<file path="src/rtl/axi_lite_periph_slave_if.sv">
// AXI4-Lite bus bundle between the CPU bridge initiator and the peripheral slave.
interface axi_lite_periph_slave_if #(
  parameter int unsigned ADDR_WIDTH = 33
);
  logic [ADDR_WIDTH-1:0] AXI_awaddr;
  logic [2:0]            AXI_awprot;
  logic                  AXI_awvalid;
  logic                  AXI_awready;
  logic [31:0]           AXI_wdata;
  logic [3:0]            AXI_wstrb;
  logic                  AXI_wvalid;
  logic                  AXI_wready;
  logic [1:0]            AXI_bresp;
  logic                  AXI_bvalid;
  logic                  AXI_bready;
  logic [ADDR_WIDTH-1:0] AXI_araddr;
  logic [2:0]            AXI_arprot;
  logic                  AXI_arvalid;
  logic                  AXI_arready;
  logic [31:0]           AXI_rdata;
  logic [1:0]            AXI_rresp;
  logic                  AXI_rvalid;
  logic                  AXI_rready;

  modport master (
    output AXI_awaddr, AXI_awprot, AXI_awvalid, input AXI_awready,
    output AXI_wdata, AXI_wstrb, AXI_wvalid, input AXI_wready,
    input AXI_bresp, AXI_bvalid, output AXI_bready,
    output AXI_araddr, AXI_arprot, AXI_arvalid, input AXI_arready,
    input AXI_rdata, AXI_rresp, AXI_rvalid, output AXI_rready
  );

  modport slave (
    input AXI_awaddr, AXI_awprot, AXI_awvalid, output AXI_awready,
    input AXI_wdata, AXI_wstrb, AXI_wvalid, output AXI_wready,
    output AXI_bresp, AXI_bvalid, input AXI_bready,
    input AXI_araddr, AXI_arprot, AXI_arvalid, output AXI_arready,
    output AXI_rdata, AXI_rresp, AXI_rvalid, input AXI_rready
  );
endinterface

</file>
<file path="src/rtl/axi_lite_periph_slave.sv">
// AXI4-Lite peripheral: SCRATCH and LED registers, a byte-wide TX FIFO
// drained by the host, and a STATUS register with a sticky overflow flag.
module axi_lite_periph_slave #(
  parameter int unsigned ADDR_WIDTH = 33,
  parameter int unsigned FIFO_DEPTH = 16
) (
  input  logic                    AXI_CLK,
  input  logic                    RESETN,
  axi_lite_periph_slave_if.slave  axi,
  output logic [3:0]              LED,
  output logic [7:0]              fifo_dout,
  output logic                    fifo_valid,
  input  logic                    fifo_ready
);

  localparam int unsigned PTR_W = $clog2(FIFO_DEPTH);
  localparam int unsigned CNT_W = PTR_W + 1;

  if (FIFO_DEPTH < 2 || (FIFO_DEPTH & (FIFO_DEPTH - 1)) != 0) begin : g_bad_depth
    $error("FIFO_DEPTH must be a power of two, at least 2");
  end

  typedef enum logic [2:0] {
    REG_SCRATCH = 3'd0,
    REG_LED     = 3'd1,
    REG_FIFO    = 3'd2,
    REG_STATUS  = 3'd3
  } reg_sel_e;

  typedef enum logic [1:0] {
    RESP_OKAY   = 2'b00,
    RESP_SLVERR = 2'b10
  } resp_e;

  // write channel latches
  logic        aw_held;
  logic        w_held;
  logic [2:0]  aw_idx;
  logic [31:0] wdata_q;
  logic [3:0]  wstrb_q;
  logic        bvalid_q;
  resp_e       bresp_q;

  // read channel
  logic        rvalid_q;
  logic [31:0] rdata_q;
  resp_e       rresp_q;
  logic [31:0] rd_data;
  resp_e       rd_resp;

  // registers
  logic [31:0] scratch;
  logic [3:0]  led_q;
  logic        overflow;
  logic [31:0] status;

  // TX FIFO
  logic [7:0]       mem [FIFO_DEPTH];
  logic [PTR_W-1:0] wr_ptr;
  logic [PTR_W-1:0] rd_ptr;
  logic [CNT_W-1:0] count;
  logic             fifo_empty;
  logic             fifo_full;
  logic             push_req;
  logic             do_push;
  logic             do_pop;
  logic             ovf_set;
  logic             ovf_clr;

  logic wr_exec;
  logic aw_fire;
  logic w_fire;
  logic ar_fire;

  // Only addr[4:2] decodes; the rest of the address and the prot fields are don't-care.
  logic unused_inputs;
  assign unused_inputs = ^{axi.AXI_awprot, axi.AXI_arprot,
                           axi.AXI_awaddr[ADDR_WIDTH-1:5], axi.AXI_awaddr[1:0],
                           axi.AXI_araddr[ADDR_WIDTH-1:5], axi.AXI_araddr[1:0]};

  // Readys are gated by RESETN so they read 0 during reset and 1 right after release.
  assign axi.AXI_awready = RESETN && !aw_held && !bvalid_q;
  assign axi.AXI_wready  = RESETN && !w_held && !bvalid_q;
  assign axi.AXI_arready = RESETN && !rvalid_q;
  assign axi.AXI_bvalid  = bvalid_q;
  assign axi.AXI_bresp   = bresp_q;
  assign axi.AXI_rvalid  = rvalid_q;
  assign axi.AXI_rdata   = rdata_q;
  assign axi.AXI_rresp   = rresp_q;

  assign aw_fire = axi.AXI_awvalid && axi.AXI_awready;
  assign w_fire  = axi.AXI_wvalid && axi.AXI_wready;
  assign ar_fire = axi.AXI_arvalid && axi.AXI_arready;
  assign wr_exec = aw_held && w_held && !bvalid_q;

  assign LED        = led_q;
  assign fifo_empty = (count == '0);
  assign fifo_full  = (count == CNT_W'(FIFO_DEPTH));
  assign fifo_valid = !fifo_empty;
  assign fifo_dout  = mem[rd_ptr];

  assign push_req = wr_exec && (aw_idx == REG_FIFO) && wstrb_q[0];
  assign do_push  = push_req && !fifo_full;
  assign do_pop   = fifo_valid && fifo_ready;
  assign ovf_set  = push_req && fifo_full;
  assign ovf_clr  = wr_exec && (aw_idx == REG_STATUS) && wstrb_q[0] && wdata_q[2];

  // STATUS word assembled from live FIFO state
  always_comb begin
    status       = '0;
    status[0]    = fifo_empty;
    status[1]    = fifo_full;
    status[2]    = overflow;
    status[12:8] = 5'(count);
  end

  // read data/response selection for the address currently on AR
  always_comb begin
    rd_data = '0;
    rd_resp = RESP_OKAY;
    case (axi.AXI_araddr[4:2])
      REG_SCRATCH: rd_data = scratch;
      REG_LED:     rd_data[3:0] = led_q;
      REG_FIFO:    rd_data = '0;
      REG_STATUS:  rd_data = status;
      default:     rd_resp = RESP_SLVERR;
    endcase
  end

  // AW/W latching and write response; latches clear on the B handshake
  always_ff @(posedge AXI_CLK) begin
    if (!RESETN) begin
      aw_held  <= 1'b0;
      w_held   <= 1'b0;
      aw_idx   <= '0;
      wdata_q  <= '0;
      wstrb_q  <= '0;
      bvalid_q <= 1'b0;
      bresp_q  <= RESP_OKAY;
    end else begin
      if (aw_fire) begin
        aw_held <= 1'b1;
        aw_idx  <= axi.AXI_awaddr[4:2];
      end
      if (w_fire) begin
        w_held  <= 1'b1;
        wdata_q <= axi.AXI_wdata;
        wstrb_q <= axi.AXI_wstrb;
      end
      if (wr_exec) begin
        bvalid_q <= 1'b1;
        bresp_q  <= aw_idx[2] ? RESP_SLVERR : RESP_OKAY;
      end else if (bvalid_q && axi.AXI_bready) begin
        bvalid_q <= 1'b0;
        aw_held  <= 1'b0;
        w_held   <= 1'b0;
      end
    end
  end

  // read response registered on the AR handshake edge, held until rready
  always_ff @(posedge AXI_CLK) begin
    if (!RESETN) begin
      rvalid_q <= 1'b0;
      rdata_q  <= '0;
      rresp_q  <= RESP_OKAY;
    end else if (ar_fire) begin
      rvalid_q <= 1'b1;
      rdata_q  <= rd_data;
      rresp_q  <= rd_resp;
    end else if (rvalid_q && axi.AXI_rready) begin
      rvalid_q <= 1'b0;
    end
  end

  // SCRATCH and LED updates with per-lane strobes
  always_ff @(posedge AXI_CLK) begin
    if (!RESETN) begin
      scratch <= '0;
      led_q   <= '0;
    end else if (wr_exec) begin
      case (aw_idx)
        REG_SCRATCH: begin
          for (int unsigned i = 0; i < 4; i++) begin
            if (wstrb_q[i]) scratch[i*8 +: 8] <= wdata_q[i*8 +: 8];
          end
        end
        REG_LED: begin
          if (wstrb_q[0]) led_q <= wdata_q[3:0];
        end
        default: ;
      endcase
    end
  end

  // FIFO pointers, occupancy and sticky overflow (set beats clear)
  always_ff @(posedge AXI_CLK) begin
    if (!RESETN) begin
      wr_ptr   <= '0;
      rd_ptr   <= '0;
      count    <= '0;
      overflow <= 1'b0;
    end else begin
      if (do_push) wr_ptr <= wr_ptr + 1'b1;
      if (do_pop)  rd_ptr <= rd_ptr + 1'b1;
      count <= count + CNT_W'(do_push) - CNT_W'(do_pop);
      if (ovf_set)      overflow <= 1'b1;
      else if (ovf_clr) overflow <= 1'b0;
    end
  end

  // FIFO storage, not reset
  always_ff @(posedge AXI_CLK) begin
    if (do_push) mem[wr_ptr] <= wdata_q[7:0];
  end

endmodule

</file>
<file path="src/flat_wrapper.sv">
// flat-port wrapper written by rule: the top's interface ports become plain ports
module axi_lite_periph_slave_flat 
#(
  parameter int unsigned ADDR_WIDTH = 33,
  parameter int unsigned FIFO_DEPTH = 16
)
  (AXI_CLK, RESETN, LED, fifo_dout, fifo_valid, fifo_ready, axi_AXI_awaddr, axi_AXI_awprot, axi_AXI_awvalid, axi_AXI_awready, axi_AXI_wdata, axi_AXI_wstrb, axi_AXI_wvalid, axi_AXI_wready, axi_AXI_bresp, axi_AXI_bvalid, axi_AXI_bready, axi_AXI_araddr, axi_AXI_arprot, axi_AXI_arvalid, axi_AXI_arready, axi_AXI_rdata, axi_AXI_rresp, axi_AXI_rvalid, axi_AXI_rready);
  axi_lite_periph_slave_if #(.ADDR_WIDTH(ADDR_WIDTH)) axi_i ();
  input  logic AXI_CLK;
  input  logic RESETN;
  output logic [3:0] LED;
  output logic [7:0] fifo_dout;
  output logic fifo_valid;
  input  logic fifo_ready;
  input wire logic [$bits(axi_i.AXI_awaddr)-1:0] axi_AXI_awaddr;
  input wire logic [$bits(axi_i.AXI_awprot)-1:0] axi_AXI_awprot;
  input wire logic [$bits(axi_i.AXI_awvalid)-1:0] axi_AXI_awvalid;
  output wire logic [$bits(axi_i.AXI_awready)-1:0] axi_AXI_awready;
  input wire logic [$bits(axi_i.AXI_wdata)-1:0] axi_AXI_wdata;
  input wire logic [$bits(axi_i.AXI_wstrb)-1:0] axi_AXI_wstrb;
  input wire logic [$bits(axi_i.AXI_wvalid)-1:0] axi_AXI_wvalid;
  output wire logic [$bits(axi_i.AXI_wready)-1:0] axi_AXI_wready;
  output wire logic [$bits(axi_i.AXI_bresp)-1:0] axi_AXI_bresp;
  output wire logic [$bits(axi_i.AXI_bvalid)-1:0] axi_AXI_bvalid;
  input wire logic [$bits(axi_i.AXI_bready)-1:0] axi_AXI_bready;
  input wire logic [$bits(axi_i.AXI_araddr)-1:0] axi_AXI_araddr;
  input wire logic [$bits(axi_i.AXI_arprot)-1:0] axi_AXI_arprot;
  input wire logic [$bits(axi_i.AXI_arvalid)-1:0] axi_AXI_arvalid;
  output wire logic [$bits(axi_i.AXI_arready)-1:0] axi_AXI_arready;
  output wire logic [$bits(axi_i.AXI_rdata)-1:0] axi_AXI_rdata;
  output wire logic [$bits(axi_i.AXI_rresp)-1:0] axi_AXI_rresp;
  output wire logic [$bits(axi_i.AXI_rvalid)-1:0] axi_AXI_rvalid;
  input wire logic [$bits(axi_i.AXI_rready)-1:0] axi_AXI_rready;
  assign axi_i.AXI_awaddr = axi_AXI_awaddr;
  assign axi_i.AXI_awprot = axi_AXI_awprot;
  assign axi_i.AXI_awvalid = axi_AXI_awvalid;
  assign axi_AXI_awready = axi_i.AXI_awready;
  assign axi_i.AXI_wdata = axi_AXI_wdata;
  assign axi_i.AXI_wstrb = axi_AXI_wstrb;
  assign axi_i.AXI_wvalid = axi_AXI_wvalid;
  assign axi_AXI_wready = axi_i.AXI_wready;
  assign axi_AXI_bresp = axi_i.AXI_bresp;
  assign axi_AXI_bvalid = axi_i.AXI_bvalid;
  assign axi_i.AXI_bready = axi_AXI_bready;
  assign axi_i.AXI_araddr = axi_AXI_araddr;
  assign axi_i.AXI_arprot = axi_AXI_arprot;
  assign axi_i.AXI_arvalid = axi_AXI_arvalid;
  assign axi_AXI_arready = axi_i.AXI_arready;
  assign axi_AXI_rdata = axi_i.AXI_rdata;
  assign axi_AXI_rresp = axi_i.AXI_rresp;
  assign axi_AXI_rvalid = axi_i.AXI_rvalid;
  assign axi_i.AXI_rready = axi_AXI_rready;
  axi_lite_periph_slave #(.ADDR_WIDTH(ADDR_WIDTH), .FIFO_DEPTH(FIFO_DEPTH)) u_core (.AXI_CLK(AXI_CLK), .RESETN(RESETN), .axi(axi_i), .LED(LED), .fifo_dout(fifo_dout), .fifo_valid(fifo_valid), .fifo_ready(fifo_ready));
endmodule
</file>
<file path="config.mk">
export PLATFORM = sky130hd
export DESIGN_NAME = axi_lite_periph_slave_flat
export DESIGN_NICKNAME = d
export VERILOG_FILES = /design/src/rtl/axi_lite_periph_slave_if.sv /design/src/rtl/axi_lite_periph_slave.sv /design/src/flat_wrapper.sv
export SDC_FILE = /design/constraint.sdc
export NUM_CORES = 1
export LEC_CHECK = 0
export CAP_MARGIN = 20
export CELL_PAD_IN_SITES_DETAIL_PLACEMENT = 0
export CELL_PAD_IN_SITES_GLOBAL_PLACEMENT = 1
export CORE_MARGIN = 4
export CORE_UTILIZATION = 44
export CTS_BUF_LIST = sky130_fd_sc_hd__clkbuf_4
export DETAILED_ROUTE_END_ITERATION = 8
export PLACE_DENSITY_LB_ADDON = 0.12
export SYNTH_ARGS = -nofsm -noshare
export SYNTH_HDL_FRONTEND = slang
export SYNTH_SLANG_ARGS = --single-unit
</file>
<file path="constraint.sdc">
create_clock -name AXI_CLK -period 3 [get_ports AXI_CLK]
set_input_delay 0.3 -clock AXI_CLK [delete_from_list [all_inputs] [get_ports AXI_CLK]]
set_output_delay 0.3 -clock AXI_CLK [all_outputs]
set_load 0.01 [all_outputs]
</file>
# Word level (Yosys, flattened, before mapping)
# Memories as Yosys holds them, arrays and structs flattened. A register that Yosys moved wholly into a read port is not among the register bits.
# Index checks and enable logic that the tools add are counted.
dict set report totals {
  regBits 129
  latch_bits 0
  mem_bits_rw 128
  romBits 0
  in_bits 116
  out_inout_bits 54
  elab_cells 89
  memories 1
}
# name words width read_ports rd_ports_with_merged_regs wr line
set mem_list {}
lappend mem_list {u_core.mem 16 8 1 1 1 axi_lite_periph_slave.sv:58} ;# logic [7:0] mem [FIFO_DEPTH];
dict set report classes {
  addsub 4
  mul 0
  div 0
  magnitude_cmp 0
  n_eq_ne 7
  n_shift 0
  mux 20
  bitwise_logic 0
  n_reduce_logical 38
}
# cell count
set op_table {}
lappend op_table {{$pmux W28 S2} 1}
lappend op_table {{$logic_and A1 B1 Y1} 20}
lappend op_table {{$reduce_and A3 Y1} 5}
lappend op_table {{$mux W1} 14}
lappend op_table {{$eq A3 B2 Y1 const B} 4}
lappend op_table {{$pmux W4 S3} 1}
lappend op_table {{$add A4 B1 Y4 const B} 2}
lappend op_table {{$mux W4} 2}
lappend op_table {{$eq A3 B1 Y1 const B} 2}
lappend op_table {{$logic_not A1 Y1} 6}
lappend op_table {{$logic_not A3 Y1} 2}
lappend op_table {{$reduce_bool A2 Y1} 3}
lappend op_table {{$add A5 B1 Y5} 1}
lappend op_table {{$eq A5 B5 Y1 const B} 1}
lappend op_table {{$logic_not A5 Y1} 1}
lappend op_table {{$sub A5 B1 Y5} 1}
lappend op_table {{$mux W2} 2}
lappend op_table {{$reduce_or A4 Y1} 1}

# Longest topological paths before layout
dict set report depth {
  depth_word 7
  ltp_mapped 15
}

# Worst setup path after synthesis
# OpenSTA, ideal clock, no wires.
dict set report synth_timing {
  path_kind {register to register}
  start {register u_core.count[3]}
  end {register u_core.count[4]}
  setup_ns 0.131
  arrival_time_ns 2.553
  required_time_ns 2.869
  path_slack_ns 0.316
  path_stages_with_launch 16
  n_path_buf 1
  cell_sequence {dfxtp_1 > inv_1 > ha_1 > or4b_1 > buf_2 > nand2_2 > inv_1 > ha_1 > inv_1 > ha_1 > inv_1 > fa_1 > nor2b_1 > o21bai_1 > a21oi_1 > nor3b_1}
}
dict set report synth_between {
  elab_cells_between_ends 8
  cone_classes {add/sub: 2; eq/ne: 1; reduce/logical: 5}
}
# element line
set synth_lines {}
lappend synth_lines {{start, declared} axi_lite_periph_slave.sv:61} ;# logic [CNT_W-1:0] count;
lappend synth_lines {{start signal, assigned} axi_lite_periph_slave.sv:206} ;# count <= count + CNT_W'(do_push) - CNT_W'(do_pop);
lappend synth_lines {{$logic_not A5 Y1} axi_lite_periph_slave.sv:97} ;# assign fifo_empty = (count == '0);
lappend synth_lines {{$logic_not A1 Y1} axi_lite_periph_slave.sv:99} ;# assign fifo_valid = !fifo_empty;
lappend synth_lines {{via fifo_valid} flat_wrapper.sv:13} ;# output logic fifo_valid;
lappend synth_lines {{$logic_and A1 B1 Y1} axi_lite_periph_slave.sv:104} ;# assign do_pop = fifo_valid && fifo_ready;
lappend synth_lines {{via u_core.do_pop} axi_lite_periph_slave.sv:66} ;# logic do_pop;
lappend synth_lines {{$sub A5 B1 Y5} axi_lite_periph_slave.sv:206}
# The timed path passes the listed nets, and every way through them passes these cells.
# A chain may end at the register's enable or synchronous reset.

==> flow_metrics.env <==
export IMPL_status="finished, final reports clean"
export IMPL_setup_viol=0
export IMPL_synthToLayoutAreaGrowth_pct=24.3
export IMPL_synth_seq_cells=259
export IMPL_cp_start_kind="flip-flop"
export IMPL_cts_htree_levels=3
export IMPL_syn_area_per_cell_um2=13.2
export IMPL_fin_setup_tns_ps=0
export IMPL_synth_main_ff_cell="dfxtp_1"
export IMPL_yosys_area_top_type="edfxtp_1"
export IMPL_rsz0062_at_grt="true"
export IMPL_grt_pass1_vias=6728
export IMPL_synth_top_area_share=0.387
export IMPL_maxCapViolCount=0
export IMPL_cts_sinks=259
export IMPL_hold_viol_final=0
export IMPL_final_area_um2=12400
export IMPL_clk_latency_ps=650
export IMPL_layout_nets=1050
export IMPL_viasPerCell=5.17
export IMPL_pre_cts_ws_ps=137
export IMPL_ir_worst_vdd_v=0.000309
export IMPL_ios=170
export IMPL_synth_edf_count=128
export IMPL_fin_worst_skew_ps=40.7
export IMPL_root_buffer="clkbuf_4"
export IMPL_power_total_mw=8.43
export IMPL_dpl_instance_area_um2=11300
export IMPL_synth_area_um2=9940
export IMPL_fp_coreArea_um2=22000
export IMPL_critPathMaxFanout=8
export IMPL_crit_path_end_kind="output pin"
export IMPL_synth_area_leaders="edfxtp_1 39%, dfxtp_1 26%, mux4_2 5.9%, mux2i_1 4.5%, nor2_1 3.6%"
export IMPL_reg2reg_depth=14
export IMPL_synth_cells=756
export IMPL_io_buffers=101
export IMPL_rows=54
export IMPL_relSlewSlack=0.447
export IMPL_die_h_um=158
export IMPL_p_leak_nw=4.58
export IMPL_dieArea_um2=25100
export IMPL_cts_tree="yes"
export IMPL_cts_hold_buffers=0
export IMPL_dr_pass1_iters=4
export IMPL_cp_required_ps=2700
export IMPL_min_path_type="in2reg"
export IMPL_worstMarginPinSlew_ps=828
export IMPL_dr_total_vias=6461
export IMPL_start_util=0.451
export IMPL_async_flop_share=0
export IMPL_wl_per_cell_um=18.3
export IMPL_maxSlewViolCount=0
export IMPL_grt_max_degree=127
export IMPL_track_usage=0.184
export IMPL_clkTransAtPathRegs_ps=60
export IMPL_period_needed_ps=2870
export IMPL_holdPathStages=3
export IMPL_die_x_um=158
export IMPL_yosysSeqAreaShare=0.650
export IMPL_synthDistinctLibCells=49
export IMPL_finalWirelength_mm=22.9
export IMPL_numCtsBuffers=69
export IMPL_fmax_mhz=348
export IMPL_drcViolationCount=0
export IMPL_routabilityCongestion=0.750
export IMPL_dp_hpwl_mm=14.7
export IMPL_grt_first_pass_wirelength_mm=35.3
export IMPL_cts_buffer_depth=3
export IMPL_ant_nets=0
export IMPL_crit_type="reg2out"
export IMPL_fin_crit_sh=0.957
export IMPL_worstPathArrival_ps=2570
export IMPL_synth_warnings=0
export IMPL_setup_slack_ps=128
export IMPL_drtIter0Drc=406
export IMPL_antenna_found_initial=1
export IMPL_p_per_area_nw_per_um2=682
export IMPL_drive_gt1_frac=0.207
export IMPL_grt_ovfl_total=0
[cell families after synthesis]
logic type / synth area share
DFF: 0.650
adders and majority gates: 0.0159
and+or+nand+nor: 0.109
muxes: 0.120
xor gates and xnor gates: 0.00617
other: 0.000377
buffers and inverters: 0.0311
AOI/OAI and AO/OA: 0.0673
[Yosys cell counts (all sizes together), types with 2 or more instances]
master / instances
nand2b: 6
mux4: 32
buf: 30
o21bai: 3
nor3b: 3
a21oi: 46
a22oi: 40
nand3b: 3
ha: 11
inv: 13
and2: 4
o22ai: 2
mux2i: 45
edfxtp: 128
nand4: 2
nand2: 93
a32o: 2
nor2: 96
nor2b: 4
nand3: 10
o21ai: 2
a222oi: 5
and3: 2
nor3: 7
xor2: 5
clkbuf: 17
xnor2: 2
nor4: 3
dfxtp: 131
[flip-flops by register name, summed over array words and instances (netlist names), named ones only]
register,cells
u_core.LED,4
u_core.aw_held,1
u_core.aw_idx,3
u_core.axi.AXI_bresp,1
u_core.axi.AXI_bvalid,1
u_core.axi.AXI_rdata,32
u_core.axi.AXI_rresp,1
u_core.axi.AXI_rvalid,1
u_core.count,5
u_core.mem,128
u_core.overflow,1
u_core.rd_ptr,4
u_core.scratch,32
u_core.w_held,1
u_core.wdata_q,32
u_core.wr_ptr,4
u_core.wstrb_q,4
[metrics by stage]
step,instances,util,hold WS (ps)
finish,1250,0.561,205
global route,1250,0.561,148
CTS,1238,0.555,142
detailed placement,1119,0.513,446
global placement,1119,0.513,441
floorplan,757,-,400
[worst paths after layout]
check	start	end	slack, ps
worst max-delay path	flip-flop	fifo_dout[0]	130
worst max register to register	u_core.count[2]	u_core.count[4]	140
worst min register to register	u_core.wdata_q[19]	u_core.wdata_q[19]	450
worst min-delay path	axi_AXI_wdata[19]	u_core.wdata_q[19]	210
[final cells by class]
class | count | area, um2
repair buffers | 141 | 1390
multi-input cells | 438 | 3230
fillers | 1867 | 9670
flip-flops and latches | 259 | 6470
clock inverters | 12 | 71.3
well taps | 280 | 350
clock buffers | 106 | 796
inverters | 13 | 50.0
diodes | 1 | 2.50
[power breakdown]
part	internal, mW	switching [mW]	leakage (nW)
Clock	1.68	1.34	0.527
Sequential	3.79	0.110	2.23
Combinational	0.829	0.675	1.82
[worst max-delay path, cell delays in order (launching register included)]
cell and delay (ps):
dfxtp_4 420, buf_12 160, mux4_2 540, a22oi_2 230, nand2_1 90, clkdlybuf4s50_1 490
[what timing repair did]
item	CTS	global route
pin swaps	0	2
gates resized for setup	12	8
endpoints found under the setup margin	8	7
gates cloned	1	1
buffers inserted	0	10
[routing by layer]
metal | vias to the layer above | GRT usage | wire length, um
li1 | 3129 | - | -
met1 | 3127 | 0.216 | 9470
met2 | 169 | 0.317 | 11600
met3 | 36 | 0.0614 | 1460
met4 | 0 | 0.0646 | 365
met5 | - | 0 | 0
[cells in the final DEF, fill, tap and decap left out, types with 4 or more instances in the layout]
master             n
xor2_1             5
inv_1             12
a21oi_1           46
a222oi_1           5
mux2i_1           45
nor3_1             5
mux4_1             5
clkbuf_4         106
dfxtp_1          130
buf_4             34
ha_1              11
mux4_2            27
edfxtp_1         128
a22oi_1           32
a22oi_2            8
nand3_1            6
nor2_1            96
clkdlybuf4s50_1   98
nand2b_1           6
and2_1             4
clkinv_1           8
nand2_1           92
nand3_2            4
(Power assumes the default switching activity.)
